==> config.mk <==
export PLATFORM = sky130hd
export DESIGN_NAME = pc_fetch_unit_flat
export DESIGN_NICKNAME = d
export VERILOG_FILES = /design/src/rtl/pc_fetch_unit_if.sv /design/src/rtl/pc_fetch_unit.sv /design/src/flat_wrapper.sv
export SDC_FILE = /design/constraint.sdc
export NUM_CORES = 1
export LEC_CHECK = 0
export BUFFER_PORTS_ARGS = -buffer_cell sky130_fd_sc_hd__buf_2
export CAP_MARGIN = 10
export CORE_ASPECT_RATIO = 1.2
export CORE_MARGIN = 5
export CORE_UTILIZATION = 55
export DETAILED_ROUTE_END_ITERATION = 12
export PLACE_DENSITY = 0.92
export REMOVE_ABC_BUFFERS = 1
export SKIP_CTS_REPAIR_TIMING = 1
export SLEW_MARGIN = 20
export SYNTH_ARGS = -nofsm -noshare
export SYNTH_HDL_FRONTEND = slang
export SYNTH_SLANG_ARGS = --single-unit
==> constraint.sdc <==
create_clock -name clk -period 6.7 [get_ports clk]
set_input_delay 0.67 -clock clk [delete_from_list [all_inputs] [get_ports clk]]
set_output_delay 0.67 -clock clk [all_outputs]
set_load 0.1 [all_outputs]
==> src/rtl/pc_fetch_unit_if.sv <==
// Instruction-memory fetch channel between the fetch unit (master) and imem (slave).
interface pc_fetch_unit_if;
  logic        imem_req;
  logic [31:0] imem_addr;
  logic        imem_ack;
  logic [31:0] imem_rdata;

  modport master (output imem_req, imem_addr, input imem_ack, imem_rdata);
  modport slave  (input imem_req, imem_addr, output imem_ack, imem_rdata);
endinterface

==> src/rtl/pc_fetch_unit.sv <==
// MIPS fetch / PC-update stage: owns the PC, the imem handshake, jal link
// generation and the retired-instruction counter.
module pc_fetch_unit #(
  parameter logic [31:0] RESET_PC = 32'h0000_0000,
  parameter int          CNT_W    = 32
) (
  input  logic               clk,
  input  logic               rst_n,
  pc_fetch_unit_if.master    imem,
  output logic [31:0]        inst,
  output logic [5:0]         opcode,
  output logic               inst_valid,
  input  logic               exec_done,
  input  logic               jump,
  input  logic               branch,
  input  logic               nequal,
  input  logic               jal,
  input  logic               jr,
  input  logic               alu_zero,
  input  logic [31:0]        rs_data,
  output logic [31:0]        pc,
  output logic [31:0]        link_pc,
  output logic               link_we,
  output logic [CNT_W-1:0]   retire_cnt,
  output logic               misalign_err
);

  typedef enum logic [1:0] {S_FETCH, S_EXEC, S_HALT} state_e;

  state_e           state_q, state_d;
  logic [31:0]      pc_q, pc_d, inst_q, inst_d;
  logic             req_q, req_d, vld_q, vld_d, mis_q, mis_d;
  logic [CNT_W-1:0] cnt_q, cnt_d;

  logic        fetch_ok, retire, bad_jr;
  logic [31:0] pc4, br_off, next_pc;

  // req_q is low in the first cycle after reset, so an early ack is dropped.
  assign fetch_ok = (state_q == S_FETCH) & req_q & imem.imem_ack;
  assign retire   = (state_q == S_EXEC) & exec_done;
  assign bad_jr   = retire & jr & (rs_data[1:0] != 2'b00);

  assign pc4    = pc_q + 32'd4;
  assign br_off = {{14{inst_q[15]}}, inst_q[15:0], 2'b00};

  always_comb begin
    next_pc = pc4;
    if (jr)                              next_pc = rs_data;
    else if (jump)                       next_pc = {pc4[31:28], inst_q[25:0], 2'b00};
    else if (branch & (alu_zero ^ nequal)) next_pc = pc4 + br_off;
  end

  // State register plus datapath flops
  always_ff @(posedge clk) begin
    if (!rst_n) begin
      state_q <= S_FETCH;
      pc_q    <= RESET_PC;
      inst_q  <= '0;
      req_q   <= 1'b0;
      vld_q   <= 1'b0;
      mis_q   <= 1'b0;
      cnt_q   <= '0;
    end else begin
      state_q <= state_d;
      pc_q    <= pc_d;
      inst_q  <= inst_d;
      req_q   <= req_d;
      vld_q   <= vld_d;
      mis_q   <= mis_d;
      cnt_q   <= cnt_d;
    end
  end

  // Next state
  always_comb begin
    state_d = state_q;
    case (state_q)
      S_FETCH: if (fetch_ok) state_d = S_EXEC;
      S_EXEC:  if (bad_jr) state_d = S_HALT;
               else if (exec_done) state_d = S_FETCH;
      S_HALT:  state_d = S_HALT;
      default: state_d = S_FETCH;
    endcase
  end

  // Outputs and register updates
  always_comb begin
    req_d   = (state_d == S_FETCH);
    vld_d   = (state_d == S_EXEC);
    inst_d  = fetch_ok ? imem.imem_rdata : inst_q;
    pc_d    = pc_q;
    cnt_d   = cnt_q;
    mis_d   = mis_q | bad_jr;
    link_we = retire & jal;
    if (retire & ~bad_jr) begin
      pc_d  = next_pc;
      cnt_d = cnt_q + {{(CNT_W-1){1'b0}}, 1'b1};
    end
  end

  assign imem.imem_req  = req_q;
  assign imem.imem_addr = pc_q;
  assign inst           = inst_q;
  assign opcode         = inst_q[31:26];
  assign inst_valid     = vld_q;
  assign pc             = pc_q;
  assign link_pc        = pc4;
  assign retire_cnt     = cnt_q;
  assign misalign_err   = mis_q;

endmodule

==> src/flat_wrapper.sv <==
// flat-port wrapper written by rule: the top's interface ports become plain ports
module pc_fetch_unit_flat 
#(
  parameter logic [31:0] RESET_PC = 32'h0000_0000,
  parameter int          CNT_W    = 32
)
  (clk, rst_n, inst, opcode, inst_valid, exec_done, jump, branch, nequal, jal, jr, alu_zero, rs_data, pc, link_pc, link_we, retire_cnt, misalign_err, imem_imem_req, imem_imem_addr, imem_imem_ack, imem_imem_rdata);
  pc_fetch_unit_if imem_i ();
  input  logic clk;
  input  logic rst_n;
  output logic [31:0] inst;
  output logic [5:0] opcode;
  output logic inst_valid;
  input  logic exec_done;
  input  logic jump;
  input  logic branch;
  input  logic nequal;
  input  logic jal;
  input  logic jr;
  input  logic alu_zero;
  input  logic [31:0] rs_data;
  output logic [31:0] pc;
  output logic [31:0] link_pc;
  output logic link_we;
  output logic [CNT_W-1:0] retire_cnt;
  output logic misalign_err;
  output wire logic [$bits(imem_i.imem_req)-1:0] imem_imem_req;
  output wire logic [$bits(imem_i.imem_addr)-1:0] imem_imem_addr;
  input wire logic [$bits(imem_i.imem_ack)-1:0] imem_imem_ack;
  input wire logic [$bits(imem_i.imem_rdata)-1:0] imem_imem_rdata;
  assign imem_imem_req = imem_i.imem_req;
  assign imem_imem_addr = imem_i.imem_addr;
  assign imem_i.imem_ack = imem_imem_ack;
  assign imem_i.imem_rdata = imem_imem_rdata;
  pc_fetch_unit #(.RESET_PC(RESET_PC), .CNT_W(CNT_W)) u_core (.clk(clk), .rst_n(rst_n), .imem(imem_i), .inst(inst), .opcode(opcode), .inst_valid(inst_valid), .exec_done(exec_done), .jump(jump), .branch(branch), .nequal(nequal), .jal(jal), .jr(jr), .alu_zero(alu_zero), .rs_data(rs_data), .pc(pc), .link_pc(link_pc), .link_we(link_we), .retire_cnt(retire_cnt), .misalign_err(misalign_err));
endmodule
-- Word level (Yosys, flattened, before mapping)
Index checks and enable logic that the tools add are counted.
W data, S select, Z words.
- register bits: 101
- word-level logic and storage cells: 34
- add/subtract/negate cells: 3
- eq/ne operators: 3
- multiplexer cells: 7
- bitwise logic cells: 11
- reduce and logical (&&, ||, !) cells: 3
- operators with widths (operator ; number):
    $mux W32 ; 3
    $add A32 B1 Y32 const B ; 1
    $add A32 B3 Y32 const B ; 1
    $add A32 B32 Y32 ; 1
    $and A1 B1 Y1 ; 8
    $mux W2 ; 3
    $pmux W2 S3 ; 1
    $eq A2 B1 Y1 const B ; 2
    $logic_not A2 Y1 ; 2
    $eq A2 B2 Y1 const B ; 1
    $reduce_bool A2 Y1 ; 1
    $not A1 Y1 ; 1
    $or A1 B1 Y1 ; 1
    $xor A1 B1 Y1 ; 1

-- Logic depth before layout (Yosys ltp)
- depth after elaboration: 7
- mapped depth: 18
- mapped depth without buffers: 18

-- Least setup slack after synthesis
OpenSTA, ideal clock, no wires.
- path kind: register to register
- from: register u_core.pc_q[2], in the netlist u_core.imem.imem_addr[2]
- to: register u_core.pc_q[27], in the netlist u_core.imem.imem_addr[27]
- arrival time: 5.773 ns
- slack: 0.810 ns
- stages on the path, launching flop included: 18
- buffers on the path: 1
- clock period less this slack: 5.890 ns
- cells stage by stage: dfxtp_1 > ha_1 > nand3_1 > nor2_1 > nand3_1 > inv_1 > nand2_1 > xnor2_1 > ha_1 > clkbuf_1 > and4_1 > a221oi_1 > o21ai_2 > a41oi_2 > o21ai_1 > o22ai_1 > nand3_1 > a32o_1
- cells in the longest elaborated chain, start to end: 5
- ends and longest elaborated chain (item ; line ; RTL):
    start, declared ; pc_fetch_unit.sv:31 ; logic [31:0] pc_q, pc_d, inst_q, inst_d;
    start signal, assigned ; pc_fetch_unit.sv:65 ; pc_q <= pc_d;
    $add A32 B3 Y32 ; pc_fetch_unit.sv:43 ; assign pc4 = pc_q + 32'd4;
    via link_pc[16] ; flat_wrapper.sv:23 ; output logic [31:0] link_pc;
    $add A32 B32 Y32 ; pc_fetch_unit.sv:50 ; else if (branch & (alu_zero ^ nequal)) next_pc = pc4 + br_off;
    $mux W32 ; pc_fetch_unit.sv:50 ;
    $mux W32 ; pc_fetch_unit.sv:49 ; else if (jump) next_pc = {pc4[31:28], inst_q[25:0], 2'b00};
    $mux W32 ; pc_fetch_unit.sv:48 ; if (jr) next_pc = rs_data;
The timed path passes the listed nets, and every way through them passes these cells.
A chain may end at the register's enable or synchronous reset.

-- Worst setup path after layout
- from: register u_core.pc_q[2], in the netlist u_core.imem.imem_addr[2]
- to: register u_core.pc_q[31], in the netlist u_core.imem.imem_addr[31]
- cells in the longest elaborated chain, start to end: 5
- ends and longest elaborated chain (item ; line):
    $add A32 B3 Y32 * ; pc_fetch_unit.sv:43
    $add A32 B32 Y32 ; pc_fetch_unit.sv:50
    $mux W32 ; pc_fetch_unit.sv:50
    $mux W32 * ; pc_fetch_unit.sv:49
    $mux W32 * ; pc_fetch_unit.sv:48
Every way passes the cells marked *; elsewhere a longest branch is shown, timed or not.

==> reports/results.ini <==
[status]
status = finished clean

[logic_synthesis]
synth_top_area_cell = dfxtp_1
synth_fa_ha_area_share_pct = 6.60
synth_top_flop_cell = dfxtp_1
yosys.area_share.xor_xnor_pct = 8.86
ys_types = 73
synth_seq_cells = 101
synth-compound-area-share_pct = 25.2
netlist.area_leader.share_pct = 27.6
yosys-top-cells-count = nand2_1, dfxtp_1, xnor2_1
synth_edf_count = 0
synth_top_family_by_area = compound AO/OA/AOI/OAI gates
synth_mux_area_share_pct = 0.684
postSynthCellCount = 932
syn_avg_cell_area_um2 = 7.85
synth.yosys.seq_area_share_pct = 27.6
yosys.area_share.simple_pct = 23.0
synth_warnings = 0
syn_area_mm2 = 0.00732
async_flop_share_pct = 0
ys_top_cells_by_area = dfxtp_1, nand2_1, ha_1
yosysMostFrequentCell = nand2_1

[detailed_routing]
drt_iter0_drc = 499
vias = 7463
firstDrtPassIters = 5
drc = 0
drt-wirelength-per-cell_um = 18.5
wirelength_um = 23600
via_per_inst = 5.84
detail-route-antenna-nets = 0

[min_path]
hp-class = reg -> reg

[pwr]
vdd_drop_max_mv = 0.149
combPwrFrac_pct = 24.2
swShare_pct = 36.6
p_int_uw = 1000
power.switching_uw = 579
clock_power_share_pct = 35.7
p_leak_uw = 0.00422
p_per_area_mw_per_mm2 = 184
power_frac_seq_pct = 40.1

[worst_setup_path]
cp-end-kind = flip-flop
worst-endpoint-arrival_ps = 4460
r2r_setup_slack_ps = 2530
worst_ep_required_time_ps = 6980
path_max_fanout = 8
cp-start-kind = flip-flop
path_class = reg -> reg

[sta]
min_period_over_period_pct = 62.3
period_needed_ps = 4170
hold_viol_final = 0
slew_violations = 0
skew_ps = 11.1
rsz0062_at_grt = false
setup_viol = 0
clock.fmax_mhz = 240
worstMarginPinSlew_ps = 1020
relSlewSlack_pct = 31.9
setup_slack_ps = 2530
fin_setup_tns_ps = 0

[grt]
grt_start_max_net_pins = 80
overflow = 0
track_usage_pct = 29.4
grt_pass1_wl_um = 37200
antenna_found_initial = 1
grt_pass1_vias = 7377

[floorplanning]
placementRows = 46
die_w_um = 115
pin_count = 244
die_h_um = 136
dieArea_mm2 = 0.0157
placeableCoreArea_mm2 = 0.0131
initial_core_util_pct = 55.8

[place]
place_congestion = 0.980
hpwl_um = 17400
io_buffer_count = 243
placed_cells = 1261
dp_slack_ps = 2760
placed_area_mm2 = 0.00830

[clock_tree]
clk_pin_slew_worst_paths_ps = 70
clockRootBuffer = clkbuf_16
clockBufferDepth = 2
cts_tree = built
cts.sinks = 101
ctsHtreeMaxLevel = 3
cts_made_buffers = 9
clkLatencyLatePin_ps = 360

[run]
drv_cap = 0

[finish]
final_cell_area_mm2 = 0.00862
fin_cells = 1278
nets = 1216
drive_gt1_share_pct = 27.1
nFillCells = 1115
area_growth_pct = 17.8

[worst max-delay path: stages (launching register included)]
cell	delay (ps)
dfxtp_1	460
ha_1	240
nand3_1	120
nor2_1	290
nand3_1	250
nor2_1	480
nand3_1	180
xnor2_1	320
ha_1	370
o21a_1	140
o21a_1	160
o21ai_0	280
o21ai_0	170
a31o_2	240
a211oi_2	170
nand4_1	120
o211ai_1	130
[cell usage in the layout, fill, tap and decap left out, types with 25 or more instances in the layout]
cell | synthesis | routed
a21oi_1 | 47 | 47
xnor2_1 | 52 | 52
nor2_1 | 51 | 51
dfxtp_1 | 101 | 101
ha_1 | 37 | 37
nand3_1 | 43 | 42
nand2_1 | 146 | 146
o21ai_0 | 42 | 42
and2_1 | 30 | 30
and3_1 | 25 | 25
a21boi_0 | 38 | 38
buf_2 | 2 | 243
[final timing paths]
| path | end | cells past startpoint | startpoint |
|---|---|---|---|
| worst max register to register | u_core.imem.imem_addr[31] | 16 | u_core.imem.imem_addr[2] |
| worst max-delay path | u_core.imem.imem_addr[31] | 16 | u_core.imem.imem_addr[2] |
| worst min register to register | u_core.misalign_err | 1 | u_core.misalign_err |
| worst min-delay path | u_core.misalign_err | 1 | u_core.misalign_err |
[layout make-up]
type                       instances  area, um2  area share (%)
antenna                            1       2.50          0.0290
inverter                          22       82.6           0.958
timing repair buffer             251       1280            14.8
clock inverter                     6       77.6           0.900
clock buffer                      10        239            2.77
tap                              168        210            2.44
multi-input combinational        719       4710            54.7
sequential                       101       2020            23.5
[registers in the layout (all words and copies together), names as in the netlist]
| name | flops |
|---|---|
| u_core.state_q | 2 |
| u_core.inst_valid | 1 |
| u_core.inst | 32 |
| u_core.misalign_err | 1 |
| u_core.imem.imem_req | 1 |
| u_core.retire_cnt | 32 |
| u_core.imem.imem_addr | 32 |
[power by group through the flow]
stage | combinational, uW | clock [uW] | sequential (uW)
after floorplan | 130 | 0 | 795
after global placement | 377 | 0 | 647
after detailed placement | 380 | 0 | 648
after CTS | 382 | 571 | 634
after global routing | 405 | 596 | 637
final | 384 | 565 | 634
[through the flow]
step | utilization (%) | power, uW | hold slack, ps
6_report | 65.7 | 1580 | 468
5_1_grt | 65.7 | 1640 | 514
4_1_cts | 65.7 | 1590 | 474
3_5_place_dp | 63.3 | 1030 | 455
3_3_place_gp | 63.3 | 1020 | 442
2_1_floorplan | - | 925 | 552
[routing by layer]
layer  vias up  part of all wire (%)  global-route usage, %
li1       3606                     -                      -
met1      3440                    39                   36.2
met2       348                    49                   49.5
met3        67                   8.4                   6.41
met4         2                   3.2                   11.9
met5         -                 0.076                      0
[kinds of logic (layout without fill, tap and decap cells)]
logic type,Yosys count,count (layout)
compound gates,250,250
buf+inv,112,289
simple gates,352,352
xor+xnor,74,74
flops,101,101
other cells,0,1
fa+ha+maj,38,38
mux,5,5
No activity file was read; power rests on OpenSTA's default activity.
